<file path="config.mk">
export PLATFORM = sky130hd
export DESIGN_NAME = binary_to_bcd_converter_flat
export DESIGN_NICKNAME = d
export VERILOG_FILES = /design/src/rtl/binary_to_bcd_converter_if.sv /design/src/rtl/binary_to_bcd_converter.sv /design/src/flat_wrapper.sv
export SDC_FILE = /design/constraint.sdc
export NUM_CORES = 1
export LEC_CHECK = 0
export CORE_ASPECT_RATIO = 0.6
export CORE_MARGIN = 5
export CORE_UTILIZATION = 54
export DETAILED_ROUTE_END_ITERATION = 6
export PLACE_DENSITY = 0.79
export SLEW_MARGIN = 0
export SYNTH_ARGS = -nofsm -noshare
export SYNTH_HDL_FRONTEND = slang
export SYNTH_SLANG_ARGS = --single-unit
</file>
<file path="constraint.sdc">
create_clock -name clock -period 1.9 [get_ports clock]
set_input_delay 0.475 -clock clock [delete_from_list [all_inputs] [get_ports clock]]
set_output_delay 0.475 -clock clock [all_outputs]
set_load 0.01 [all_outputs]
</file>
<file path="src/rtl/binary_to_bcd_converter_if.sv">
`default_nettype none
// ============================================================================
// Module   : binary_to_bcd_converter_if
// Purpose  : Request/result bundle for the iterative binary-to-BCD converter.
// Ports    : value   - unsigned binary operand (WIDTH bits)
//            start   - conversion request, sampled on the rising clock edge
//            digit_1 - thousands digit (leftmost display position)
//            digit_2 - hundreds digit
//            digit_3 - tens digit
//            digit_4 - units digit
//            busy    - conversion in progress
//            done    - one-cycle pulse, new digits valid
//            master  - requester side (drives value/start)
//            slave   - converter side (drives digits/busy/done)
// Revision : 1.0 - initial release
// ============================================================================
interface binary_to_bcd_converter_if #(
   parameter int WIDTH = 12
);
   logic [WIDTH-1:0] value;
   logic             start;
   logic [3:0]       digit_1;
   logic [3:0]       digit_2;
   logic [3:0]       digit_3;
   logic [3:0]       digit_4;
   logic             busy;
   logic             done;

   modport master (
      output value, start,
      input  digit_1, digit_2, digit_3, digit_4, busy, done
   );

   modport slave (
      input  value, start,
      output digit_1, digit_2, digit_3, digit_4, busy, done
   );
endinterface
`default_nettype wire

</file>
<file path="src/rtl/binary_to_bcd_converter.sv">
`default_nettype none
// ============================================================================
// Module   : binary_to_bcd_converter
// Purpose  : Sequential double-dabble converter. A start in IDLE captures a
//            WIDTH-bit operand; WIDTH shift-add-3 iterations later the four
//            BCD digits are registered and done pulses for one cycle.
// Ports    : clock - rising-edge clock for all state
//            reset - asynchronous, active-low; clears all state
//            bus   - slave side of binary_to_bcd_converter_if
//                    (value/start in, digit_1..digit_4/busy/done out)
// Params   : WIDTH - operand width, legal range 1..13 (max 8191 -> 4 digits);
//                    must match the WIDTH of the connected interface
// Revision : 1.0 - initial release
// ============================================================================
module binary_to_bcd_converter #(
   parameter int WIDTH = 12
) (
   input  wire logic                 clock,
   input  wire logic                 reset,
   binary_to_bcd_converter_if.slave  bus
);

   // Counter only has to reach WIDTH, so it can never wrap mid-conversion.
   localparam int                CNT_W     = $clog2(WIDTH + 1);
   localparam logic [CNT_W-1:0]  LAST_ITER = CNT_W'(WIDTH - 1);

   localparam logic [0:0] IDLE  = 1'b0;
   localparam logic [0:0] SHIFT = 1'b1;

   logic [0:0]          r_state;
   logic [WIDTH-1:0]    r_shift;
   logic [15:0]         r_scratch;
   logic [CNT_W-1:0]    r_count;
   logic [15:0]         r_digits;
   logic                r_busy;
   logic                r_done;

   logic [15:0]         w_adj;
   logic [15+WIDTH:0]   w_cat;
   logic [15:0]         w_next_scratch;
   logic [WIDTH-1:0]    w_next_shift;

   // Add-3 correction: a nibble >= 5 would exceed 9 after doubling.
   for (genvar i = 0; i < 4; i++) begin : g_adj
      assign w_adj[4*i +: 4] = (r_scratch[4*i +: 4] >= 4'd5)
                               ? r_scratch[4*i +: 4] + 4'd3
                               : r_scratch[4*i +: 4];
   end

   // One iteration: the corrected scratch and the operand shift left as one word.
   assign w_cat          = {w_adj, r_shift} << 1;
   assign w_next_scratch = w_cat[15+WIDTH:WIDTH];
   assign w_next_shift   = w_cat[WIDTH-1:0];

   always_ff @(posedge clock or negedge reset) begin
      if (!reset) begin
         r_state   <= IDLE;
         r_shift   <= '0;
         r_scratch <= '0;
         r_count   <= '0;
         r_digits  <= '0;
         r_busy    <= 1'b0;
         r_done    <= 1'b0;
      end else begin
         r_done <= 1'b0;
         case (r_state)
            IDLE: begin
               if (bus.start) begin
                  r_shift   <= bus.value;
                  r_scratch <= '0;
                  r_count   <= '0;
                  r_busy    <= 1'b1;
                  r_state   <= SHIFT;
               end
            end
            SHIFT: begin
               r_scratch <= w_next_scratch;
               r_shift   <= w_next_shift;
               r_count   <= r_count + 1'b1;
               // Final iteration: publish the result straight from the
               // combinational next-scratch so latency is exactly WIDTH.
               if (r_count == LAST_ITER) begin
                  r_digits <= w_next_scratch;
                  r_done   <= 1'b1;
                  r_busy   <= 1'b0;
                  r_state  <= IDLE;
               end
            end
            default: r_state <= IDLE;
         endcase
      end
   end

   assign bus.digit_1 = r_digits[15:12];
   assign bus.digit_2 = r_digits[11:8];
   assign bus.digit_3 = r_digits[7:4];
   assign bus.digit_4 = r_digits[3:0];
   assign bus.busy    = r_busy;
   assign bus.done    = r_done;

endmodule
`default_nettype wire

</file>
<file path="src/flat_wrapper.sv">
// flat-port wrapper written by rule: the top's interface ports become plain ports
module binary_to_bcd_converter_flat 
#(
   parameter int WIDTH = 12
)
  (clock, reset, bus_value, bus_start, bus_digit_1, bus_digit_2, bus_digit_3, bus_digit_4, bus_busy, bus_done);
  binary_to_bcd_converter_if #(.WIDTH(WIDTH)) bus_i ();
  input  wire logic clock;
  input  wire logic reset;
  input wire logic [$bits(bus_i.value)-1:0] bus_value;
  input wire logic [$bits(bus_i.start)-1:0] bus_start;
  output wire logic [$bits(bus_i.digit_1)-1:0] bus_digit_1;
  output wire logic [$bits(bus_i.digit_2)-1:0] bus_digit_2;
  output wire logic [$bits(bus_i.digit_3)-1:0] bus_digit_3;
  output wire logic [$bits(bus_i.digit_4)-1:0] bus_digit_4;
  output wire logic [$bits(bus_i.busy)-1:0] bus_busy;
  output wire logic [$bits(bus_i.done)-1:0] bus_done;
  assign bus_i.value = bus_value;
  assign bus_i.start = bus_start;
  assign bus_digit_1 = bus_i.digit_1;
  assign bus_digit_2 = bus_i.digit_2;
  assign bus_digit_3 = bus_i.digit_3;
  assign bus_digit_4 = bus_i.digit_4;
  assign bus_busy = bus_i.busy;
  assign bus_done = bus_i.done;
  binary_to_bcd_converter #(.WIDTH(WIDTH)) u_core (.clock(clock), .reset(reset), .bus(bus_i));
endmodule
</file>
# ---- Yosys cells after proc, flatten, opt, wreduce, memory -nomap -nowiden
# Index checks and enable logic that the tools add are counted.
dict set report totals {
  elab_cells 40
  register_bits 51
  mem_bits_rw 0
  latchBits 0
  in_bits 15
  mem_bits_ro 0
  output_inout_bits 18
  mem_count 0
}
dict set report op_classes {
  n_addsub 5
  bitwise_logic 1
  n_shift 0
  n_lt_le_gt_ge 4
  n_eq_ne 3
  muxes 18
  n_mul 0
  div 0
  n_reduce_logical 2
}
# op count
set ops {}
lappend ops {{$pmux W16 S2} 1}
lappend ops {{$pmux W12 S2} 1}
lappend ops {{$ge A4 B3 Y1 const B} 4}
lappend ops {{$mux W16} 1}
lappend ops {{$mux W4} 4}
lappend ops {{$add A4 B2 Y4 const B} 3}
lappend ops {{$mux W12} 1}
lappend ops {{$pmux W4 S2} 1}
lappend ops {{$mux W1} 6}
lappend ops {{$add A4 B1 Y4 const B} 1}
lappend ops {{$eq A4 B4 Y1 const B} 1}
lappend ops {{$ne A2 B2 Y1 const B} 2}
lappend ops {{$pmux W1 S2} 2}
lappend ops {{$reduce_and A2 Y1} 2}
lappend ops {{$add A3 B2 Y3 const B} 1}
lappend ops {{$mux W3} 1}
lappend ops {{$not A1 Y1} 1}

# ---- Depth between registers and ports, before layout
# Gate-level depths: netlist of run 1.
dict set report logic_depth {
  ltp_word 3
  ltp_mapped 6
  depth_no_buf 6
}

# ---- Least setup slack after synthesis of run 1
# Ideal clock, no wire load.
dict set report synth_path {
  path_kind {reg2reg}
  from {register u_core.r_scratch[12]}
  to {register u_core.r_scratch[14]}
  t_required_ns 1.817
  path_buffers 0
  arrival_ns 1.365
  slack_ns 0.452
  period_less_slack_ns 1.448
  setup_ns 0.083
  path_stages_with_launch 6
  path_cell_list {dfrtp_1 ha_1 nand2b_1 a21oi_2 mux2_2 o22ai_1}
}
dict set report synth_via {
  elab_chain_cells 3
  elab_cells_between_ends 4
  classes_between {1 x add/sub; 1 x order compare; 2 x mux}
}
# item line
set synth_lines {}
lappend synth_lines {{from (decl)} binary_to_bcd_converter.sv:32} ;# logic [15:0] r_scratch;
lappend synth_lines {{from (signal assigned)} binary_to_bcd_converter.sv:77} ;# r_scratch <= w_next_scratch;
lappend synth_lines {{$ge A4 B3 Y1 or $add A3 B2 Y3 (tied branches)} {binary_to_bcd_converter.sv:45, binary_to_bcd_converter.sv:46}}
lappend synth_lines {{$mux W3 *} binary_to_bcd_converter.sv:46} ;# ? r_scratch[4*i +: 4] + 4'd3
lappend synth_lines {{$pmux W16 S2 *} binary_to_bcd_converter.sv:66} ;# case (r_state)
# Mark *: on every way between the ends. The rest lies on a longest branch, timed or not.
# A chain may end at the register's enable or synchronous reset.

# ---- Final worst setup path of run 1
dict set report layout_path {
  from {register u_core.r_busy, in the netlist u_core.bus.busy}
  to {output bus_busy}
}
# item line
set layout_lines {}
lappend layout_lines {{from (decl)} binary_to_bcd_converter.sv:35} ;# logic r_busy;
lappend layout_lines {{from (signal assigned)} binary_to_bcd_converter.sv:62} ;# r_busy <= 1'b0;
lappend layout_lines {{from (signal assigned)} binary_to_bcd_converter.sv:72} ;# r_busy <= 1'b1;
lappend layout_lines {{from (signal assigned)} binary_to_bcd_converter.sv:85} ;# r_busy <= 1'b0;
lappend layout_lines {{to (decl)} flat_wrapper.sv:16} ;# output wire logic [$bits(bus_i.busy)-1:0] bus_busy;
# No word-level cell between the ends.

==> summary.md, run 1 <==
| Metric | Value |
|---|---|
| GP Congestion | roughly 0.77 |
| Crit-path leading delay family | buffers and inverters |
| Mean post-synth cell area | between 10 and 15 µm² |
| Final std cells w/o fill | between 300 and 400 |
| Share of cells above drive strength 1 | around 11% |
| H-tree depth | 2 |
| Worst Path Max Fanout | 2 |
| Setup Viol. Count Final | 0 |
| Sw frac | a little over a third |
| Post-CTS Resized | 0 |
| Clock Skews | 0.00835 ns |
| Worst slew margin | 68.5% |
| Fmax | between 500 and 600 MHz |
| Core ar. | between 4000 and 5000 µm² |
| Max Root-Sink Buffers | 2 |
| Area leader, netlist | dfrtp_1 |
| Max stage delay on crit path | 0.55 ns |
| Initial Util | a little under three fifths |
| Crit Path Class | flip-flop to output port |
| Pin count of the biggest net entering global routing | 52 |
| Vias in the first global route | roughly 1700 |
| Post-synth top cells | dfrtp_1, nand2_1, o21ai_0, mux2i_1, inv_1 |
| CP Data Required Time | about 1.4 ns |
| Leakage power | 0.00134 µW |
| Maximum VDD drop | roughly 0.00084 V |
| Ys async rst share | between 90% and 100% |
| Final core occ | 69.2% |
| Placed cell count | 310 |
| Post-synth top area share | a little over half |
| FP Rows | 18 |
| Slowest stage cell, crit path | clkdlybuf4s50_1 |
| CTS clk-pin slew, worst paths | approximately 0.090 ns |
| Die Area | a little under 6000 µm² |
| Synth Cell Area | 2410 µm² |
| Synth unique cells | 29 |
| Gate Count Post-Synth | 223 |
| CP Buf/Inv Count | 1 |
| Post-CTS Setup Bufs | 0 |
| Setup tns final | 0 ns |
| Sink Count | 51 |
| Total Routing Usage GR | 17.1% |
| CP Launch Type | flip-flop |
| Most common cell in the netlist | dfrtp_1 |
| Hold Crit Class | input port to async pin |
| Die Wd | about 96 µm |
| Post-DP HPWL | about 3.1 mm |
| Critical Path, Cell by Cell | clkdlybuf4s50_1 |
| Fin crit share | approximately nine tenths |
| I/O Buffers | 32 |
| Multi-input gate area | 1040 µm² |
| CTS buffer count | 5 |
| Max-slew violations | 0 |
| Clk root buf | clkbuf_8 |
| Seq cells post-synth | 51 |
| Crit end category | output port |
| Drt first pass iters | 4 |
| # IOs | 33 |
| Worst slew pin tran | around 0.47 ns |
| Outcome | completed |
| Routed via count | ~1700 |
| Final worst slack | 0.204 ns |
| Combinational share of power | between 40% and 50% |
| WL final | approximately 4.5 mm |
| Crit path DAT | roughly 1.2 ns |
| DRC viols | 0 |
| DP Worst Slack | 0.238 ns |
| Final Hold Vio Count | 0 |
| Fillcell total | 340 |
| Layout Area Growth over Synthesis | 20.7% |
| ANT nets after route | 0 |
| Area contributors post-synth | dfrtp_1, mux2i_1, o21ai_0 |
| Initial antenna violation count | 0 |
| Chip height | between 60 and 70 µm |
| Top FF cell, synth | dfrtp_1 |
| Internal power | 3040 µW |
| Vias per cell | 5.21 |
| Max-cap violations | 0 |
| Net Sw Power | roughly 1800 µW |
| Antenna diodes | 0 |
| Initial drt markers | 74 |
| CTS tree | done |
| PwrDens | ~1600 nW/µm² |
| Final Net Count | about 280 |
| Total Power | roughly 4800 µW |
| RSZ-0062 raised after global routing | false |
| Clk Latency, worst-skew pair | approximately 0.3 ns |
| EDFF count, synth | 0 |
| Syn nets | roughly 250 |
| Reg area | 1280 µm² |
| Grt ovf | 0 |
| First-pass GRT wire length | 7.80 mm |
| Synth warnings | 0 |
| Clock period minus worst slack | between 1.5 and 2 ns |
| Cts hold-fix bufs | 0 |
| Clock power share | about 14% |
| Reg power frac | approximately 40% |
| Seq/Total Area, Yosys | about 53% |
| Wire per inst | between 10 and 15 µm |
cells in the final DEF, fill, tap and decap left out, types with 8 or more instances in the layout:
cell	count
a21oi_1	8
clkdlybuf4s50_1	31
dfrtp_1	51
ha_1	9
inv_1	10
mux2i_1	15
nand2_1	33
o21ai_0	25
o22ai_1	8
power groups by stage:
stage          Sequential (µW)  Combinational [µW]  Clock, µW
2_1_floorplan             1940                1450          0
3_3_place_gp              1920                2130          0
3_5_place_dp              1940                2210          0
4_1_cts                   1930                2220        699
5_1_grt                   2000                2450        737
6_report                  1930                2200        676
state kept, by name, indices dropped and copies added (netlist names):
name	cells
u_core.bus.done	1
u_core.r_digits	16
u_core.bus.busy	1
u_core.r_shift	12
u_core.r_state	1
u_core.r_scratch	16
u_core.r_count	4
area by class of cell:
type                       instances  area share [%]
inverter                          11            1.42
tap                               60            2.58
timing repair buffer              38            13.2
sequential                        51            43.8
clock buffer                       8            3.43
multi-input combinational        150            35.6
kinds of logic after synthesis:
logic type | share of synthesized area, %
adder cells (fa/ha/maj) | 4.66
flip-flops | 52.8
multiplexers | 10.9
XOR/XNOR | 2.18
AO/OA/AOI/OAI | 13.2
AND/OR/NAND/NOR | 12.0
buffers and inverters | 4.25
metal layers:
metal | part of all wire, % | track usage (%) | up-vias
li1 | - | - | 833
met4 | 0 | 2.40 | 0
met2 | 43 | 28.0 | 32
met5 | 0 | 0 | -
met1 | 53 | 23.9 | 793
met3 | 4.4 | 4.57 | 0
path summary, 6_finish.rpt:
kind / start / to / slack (ns) / cells after the start
worst min register to register: u_core.r_digits[15] / u_core.r_digits[15] / 0.48 / 2
worst max register to register: u_core.r_scratch[0] / u_core.r_digits[2] / 0.33 / 6
worst min-delay path: reset / u_core.r_shift[11] / 0.15 / 2
min in group clock: u_core.r_digits[15] / u_core.r_digits[15] / 0.48 / 2
max in group asynchronous: reset / u_core.r_shift[7] / 1.51 / 2
worst max-delay path: u_core.bus.busy / bus_busy / 0.20 / 1
through the flow:
stage	area [µm²]	hold WS [ns]
global placement	2810	0.460
detailed placement	2810	0.469
global route	2910	0.168
CTS	2910	0.157
floorplan	2410	0.179
finish	2910	0.146
Power figures use the tool's default switching activity.
==> inputs of run 2 (changes only) <==
--- a/config.mk
+++ b/config.mk
@@ -9,7 +9,7 @@
 export CORE_MARGIN = 5
 export CORE_UTILIZATION = 54
 export DETAILED_ROUTE_END_ITERATION = 6
-export PLACE_DENSITY = 0.79
+export PLACE_DENSITY = 0.89
 export SLEW_MARGIN = 0
 export SYNTH_ARGS = -nofsm -noshare
 export SYNTH_HDL_FRONTEND = slang
==> summary.md, run 2 (same netlist as run 1, synthesis figures left out) <==
| Metric | Value |
|---|---|
| Crit Path Class | flip-flop to output port (unchanged) |
| Setup tns final | 0 ns (unchanged) |
| Post-CTS Setup Bufs | 0 (unchanged) |
| Combinational share of power | 46.5% (was 45.8%) |
| Total Power | 4800 µW (about the same) |
| DP Area | 2810 µm² (about the same) |
| Cts hold-fix bufs | 0 (unchanged) |
| Initial drt markers | 72 (was 74) |
| Worst Path Max Fanout | 2 (unchanged) |
| RR Endpoint | u_core.r_digits[6] (was u_core.r_digits[2]) |
| Reg power frac | 40.4% (was 40.1%) |
| H-tree depth | 2 (unchanged) |
| Flop-to-flop setup slack | 0.25 ns (was 0.33 ns) |
| Max stage delay on crit path | 0.54 ns (was 0.55 ns) |
| Hold Crit Class | input port to async pin (unchanged) |
| Vias in the first global route | 1680 (was 1707) |
| PwrDens | 1660 nW/µm² (was 1650 nW/µm²) |
| Leakage power | 0.00134 µW (about the same) |
| Commonest non-fill, non-tap cell in the layout | dfrtp_1 (unchanged) |
| Drt first pass iters | 4 (unchanged) |
| Worst slew margin | 78.0% (was 68.5%) |
| CTS tree | done (unchanged) |
| Critical Path, Cell by Cell | clkdlybuf4s50_1 (unchanged) |
| Clock Skews | 0.00846 ns (was 0.00835 ns) |
| DRC viols | 0 (unchanged) |
| Routed via count | 1687 (was 1658) |
| I/O Buffers | 32 (unchanged) |
| Setup Viol. Count Final | 0 (unchanged) |
| Final Net Count | 282 (was 281) |
| Outcome | completed (unchanged) |
| Slowest stage cell, crit path | clkdlybuf4s50_1 (unchanged) |
| Fin crit share | 89.7% (was 89.3%) |
| Routed wl met3 | 266 µm (was 197 µm) |
| Fin area | 2900 µm² (was 2910 µm²) |
| Clk Latency, worst-skew pair | 0.31 ns (was 0.30 ns) |
| Crit end category | output port (unchanged) |
| Crit path DAT | 1.23 ns (was 1.22 ns) |
| Initial Util | 57.3% (unchanged) |
| Max-cap violations | 0 (unchanged) |
| Placed cell count | 311 (was 310) |
| Reg2Reg Depth | 5 (was 6) |
| Final Hold Vio Count | 0 (unchanged) |
| Max Root-Sink Buffers | 2 (unchanged) |
| Final std cells w/o fill | 318 (unchanged) |
| FP Rows | 18 (unchanged) |
| CP Launch Type | flip-flop (unchanged) |
| Antenna diodes | 0 (unchanged) |
| WL final | 4.75 mm (was 4.49 mm) |
| Die Area | 5950 µm² (unchanged) |
| # IOs | 33 (unchanged) |
| Worst slew pin tran | 0.321 ns (was 0.472 ns) |
| ANT nets after route | 0 (unchanged) |
| Largest regs | u_core.r_digits x16, u_core.r_scratch x16, u_core.r_shift x12 (unchanged) |
| CTS buffer count | 5 (unchanged) |
| Fmax | 587 MHz (was 589 MHz) |
| Internal power | 2990 µW (was 3040 µW) |
| Clk root buf | clkbuf_8 (unchanged) |
| Clock power share | 13.1% (was 14.1%) |
| CP Data Required Time | 1.42 ns (about the same) |
| GP Congestion | 0.769 (was 0.766) |
| Layout Area Growth over Synthesis | 19.9% (was 20.7%) |
| Top sig layer | met4 (was met3) |
| Net Sw Power | 1800 µW (was 1760 µW) |
| DR WL met2 | 2.14 mm (was 1.93 mm) |
| Crit-path leading delay family | buffers and inverters (unchanged) |
| Max-slew violations | 0 (unchanged) |
| Post-CTS Resized | 0 (unchanged) |
| CP Buf/Inv Count | 1 (unchanged) |
| Sink Count | 51 (unchanged) |
| Grt ovf | 0 (unchanged) |
| Core ar. | 4210 µm² (unchanged) |
| Met1 WL | 2.31 mm (was 2.36 mm) |
| Initial antenna violation count | 0 (unchanged) |
| Maximum VDD drop | 0.000862 V (was 0.000842 V) |
| Commonest cells after routing, fill and taps aside | dfrtp_1, nand2_1, clkdlybuf4s50_1 (unchanged) |
| Die Wd | 96.3 µm (unchanged) |
| Share of cells above drive strength 1 | 11.2% (was 10.9%) |
| R2r startpoint | u_core.r_scratch[4] (was u_core.r_scratch[0]) |
| RSZ-0062 raised after global routing | false (unchanged) |
| Wire per inst | 14.9 µm (was 14.1 µm) |
| Clock period minus worst slack | 1.70 ns (about the same) |
| CTS clk-pin slew, worst paths | 0.09 ns (about the same) |
| Pin count of the biggest net entering global routing | 52 (unchanged) |
| Total Routing Usage GR | 17.8% (was 17.1%) |
| Chip height | 61.8 µm (unchanged) |
| First-pass GRT wire length | 8.05 mm (was 7.80 mm) |
| Post-DP HPWL | 3.26 mm (was 3.13 mm) |
| Sw frac | 37.6% (was 36.7%) |
| Vias per cell | 5.31 (was 5.21) |
==> run 2: changes by cell type in the layout (fill, tap and decap cells not counted), sizes merged <==
| cell | delta |
|---|---|
| buf | +1 |
| clkbuf | -2 |
| clkinv | +1 |
==> run 2: power by group through the flow <==
stage               clock network, µW  logic (µW)  registers (µW)
finish                            630        2230            1940
global placement                    0        2120            1920
floorplan                           0        1450            1940
detailed placement                  0        2220            1940
global route                      680        2490            2010
CTS                               638        2250            1930
==> run 2: metrics by stage <==
stage          worst slack, ns  utilization (%)  hold WS [ns]
6_report                 0.196             68.8         0.153
5_1_grt                  0.134             68.8         0.176
4_1_cts                  0.187             68.8         0.165
3_5_place_dp             0.217             66.7         0.469
3_3_place_gp             0.264             66.7         0.461
2_1_floorplan            0.452                -         0.179
==> run 2: worst max path at each step <==
stage                    startpoint                   end  slack [ns]  cells after the start
6_report            u_core.bus.busy              bus_busy        0.20                      1
5_1_grt          u_core.r_digits[5]        bus_digit_3[1]        0.13                      1
4_1_cts             u_core.bus.busy              bus_busy        0.19                      1
3_5_place_dp              bus_start     u_core.r_shift[1]        0.22                      4
3_3_place_gp              bus_start     u_core.r_shift[7]        0.26                      4
2_1_floorplan  u_core.r_scratch[12]  u_core.r_scratch[14]        0.45                      5
==> run 2: final cells by class <==
class                      instances  area, µm²
multi-input combinational        150       1040
timing repair buffer              39        380
inverter                          11       41.3
fill                             336       1320
sequential                        51       1280
tap                               60       75.1
clock buffer                       6       82.6
clock inverter                     1       5.00
==> run 2: metal layers <==
metal  vias up  global-route usage, %
met5         -                      0
met4         0                   4.19
met3         3                   3.85
met2        43                   28.8
met1       808                   25.1
li1        833                      -
==> inputs of run 3 (changes only) <==
--- a/config.mk
+++ b/config.mk
@@ -7,9 +7,9 @@
 export LEC_CHECK = 0
 export CORE_ASPECT_RATIO = 0.6
 export CORE_MARGIN = 5
-export CORE_UTILIZATION = 54
+export CORE_UTILIZATION = 49
 export DETAILED_ROUTE_END_ITERATION = 6
-export PLACE_DENSITY = 0.89
+export PLACE_DENSITY = 0.85
 export SLEW_MARGIN = 0
 export SYNTH_ARGS = -nofsm -noshare
 export SYNTH_HDL_FRONTEND = slang
==> constraint.sdc (replaced) <==
create_clock -name clock -period 1.55 [get_ports clock]
set_input_delay 0.3875 -clock clock [delete_from_list [all_inputs] [get_ports clock]]
set_output_delay 0.3875 -clock clock [all_outputs]
set_load 0.01 [all_outputs]
==> summary.md, run 3 (same netlist as run 1, synthesis figures left out) <==
| Metric | Value |
|---|---|
| Final std cells w/o fill | 329 (was 318) |
| Reg2Reg Depth | 5 (unchanged) |
| Clk Latency, worst-skew pair | 0.32 ns (was 0.31 ns) |
| RSZ-0062 raised after global routing | false (unchanged) |
| Worst slew margin | 77.8% (was 78.0%) |
| # IOs | 33 (unchanged) |
| Max-slew violations | 0 (unchanged) |
| Hold Crit Class | input port to async pin (unchanged) |
| Fmax | 668 MHz |
| Crit path DAT | 1.76 ns (was 1.23 ns) |
| Pin count of the biggest net entering global routing | 52 (unchanged) |
| Worst slew pin tran | 0.333 ns (was 0.321 ns) |
| Clk root buf | clkbuf_8 (unchanged) |
| Outcome | completed (unchanged) |
| Vias per cell | 5.29 (was 5.31) |
| Cts hold-fix bufs | 0 (unchanged) |
| Antenna diodes | 0 (unchanged) |
| Sink Count | 51 (unchanged) |
| Largest regs | u_core.r_digits x16, u_core.r_scratch x16, u_core.r_shift x12 (unchanged) |
| ANT nets after route | 0 (unchanged) |
| CTS buffer count | 5 (unchanged) |
| Crit end category | flip-flop (was output port) |
| First-pass GRT wire length | 8.16 mm (was 8.05 mm) |
| Fillcell total | 410 (was 336) |
| Hold Slack | 0.0383 ns (was 0.153 ns) |
| H-tree depth | 2 (unchanged) |
| Layout Area Growth over Synthesis | 26.5% (was 19.9%) |
| Max-cap violations | 0 (unchanged) |
| Crit Path Class | flip-flop to flip-flop (was flip-flop to output port) |
| Clock Skews | 0.00945 ns (was 0.00846 ns) |
| Placed cell count | 316 (was 311) |
| Vias in the first global route | 1751 (was 1680) |
| Wire per inst | 14.9 µm (about the same) |
| Initial antenna violation count | 0 (unchanged) |
| DRC viols | 0 (unchanged) |
| Flop-to-flop setup slack | 0.05 ns (was 0.25 ns) |
| Grt ovf | 0 (unchanged) |
| Die Area | 6480 µm² (was 5950 µm²) |
| CTS clk-pin slew, worst paths | 0.10 ns (was 0.09 ns) |
| Drt first pass iters | 7 (was 4) |
| WL final | 4.90 mm (was 4.75 mm) |
| Share of cells above drive strength 1 | 20.3% (was 11.2%) |
| Commonest cells after routing, fill and taps aside | dfrtp_1, nand2_1, o21ai_0 (was dfrtp_1, nand2_1, clkdlybuf4s50_1) |
| Maximum VDD drop | 0.00102 V (was 0.000862 V) |
| Fin crit share | about 97% |
| Die Wd | 101 µm (was 96.3 µm) |
| Initial Util | 51.8% (was 57.3%) |
| R2r startpoint | u_core.r_scratch[0] (was u_core.r_scratch[4]) |
| PwrDens | 2070 nW/µm² (was 1660 nW/µm²) |
| Post-DP HPWL | 3.36 mm (was 3.26 mm) |
| CP Data Required Time | 1.82 ns (was 1.42 ns) |
| Total Routing Usage GR | 15.9% (was 17.8%) |
| GP Congestion | 0.794 (was 0.769) |
| Core ar. | 4660 µm² (was 4210 µm²) |
| CP Launch Type | flip-flop (unchanged) |
| FP Rows | 19 (was 18) |
| Crit path from | u_core.r_scratch[0] (was u_core.bus.busy) |
| Leakage power | 0.00145 µW (was 0.00134 µW) |
| Routed via count | 1741 (was 1687) |
| Final Net Count | 289 (was 282) |
| RR Endpoint | u_core.r_digits[2] (was u_core.r_digits[6]) |
| Final Hold Vio Count | 0 (unchanged) |
| Worst Path Max Fanout | 4 (was 2) |
| CTS tree | done (unchanged) |
| Setup tns final | 0 ns (unchanged) |
| Commonest non-fill, non-tap cell in the layout | dfrtp_1 (unchanged) |
| Initial drt markers | 73 (was 72) |
| Chip height | 64.4 µm (was 61.8 µm) |
| Max Root-Sink Buffers | 2 (unchanged) |
| Setup Viol. Count Final | 0 (unchanged) |
| I/O Buffers | 32 (unchanged) |
| Clock period minus worst slack | between 1 and 1.5 ns |
[run 3: report_power, final]
part	switching (µW)	internal [µW]	leakage, µW
registers	464	1920	0.000646
logic	1460	1530	0.000746
clock network	459	481	0.0000581
total	2380	3930	0.00145
[run 3: cell type report]
| class | count | area (µm²) | area share, % |
|---|---|---|---|
| inverter | 11 | 43.8 | 1.43 |
| clock buffer | 5 | 68.8 | 2.25 |
| sequential | 51 | 1280 | 41.8 |
| clock inverter | 3 | 43.8 | 1.43 |
| tap | 63 | 78.8 | 2.58 |
| multi-input combinational | 150 | 1120 | 36.7 |
| timing repair buffer | 46 | 423 | 13.8 |
[run 3: metal layers]
metal,GRT usage [%],up-vias,routed length (µm)
met2,22.9,41,2210
met5,0,-,0
met3,6.20,2,262
li1,-,847,-
met4,3.36,0,8
met1,22.7,851,2420
[run 3: stage by stage]
| step | setup slack (ns) | cell area [µm²] | total power [µW] | util (%) |
|---|---|---|---|---|
| after detailed placement | -0.0491 | 2840 | 5130 | 61.0 |
| after global routing | 0.00396 | 3060 | 6790 | 65.6 |
| after global placement | 0.0308 | 2840 | 4990 | 61.0 |
| final | 0.0531 | 3060 | 6310 | 65.6 |
| after floorplan | 0.102 | 2410 | 4170 | - |
| after CTS | 0.000936 | 2960 | 6020 | 63.5 |
[run 3: worst max path at each step]
stage,end,cells past startpoint
global placement,u_core.r_shift[9],4
floorplan,u_core.r_scratch[14],5
CTS,u_core.r_digits[2],6
detailed placement,u_core.r_digits[2],6
global route,u_core.r_digits[2],6
finish,u_core.r_digits[2],5
[run 3: worst max-delay path, stage by stage, from the launching register on]
cell,delay (ns)
dfrtp_1,0.43
ha_2,0.19
nand2b_4,0.15
a21oi_4,0.18
mux2i_2,0.30
mux2_4,0.19
[run 3: what timing repair did]
action                     in CTS  in global routing
pin swaps                       1                  4
setup endpoints to repair      23                 13
gates resized for setup        23                 19
setup buffers                   2                  3
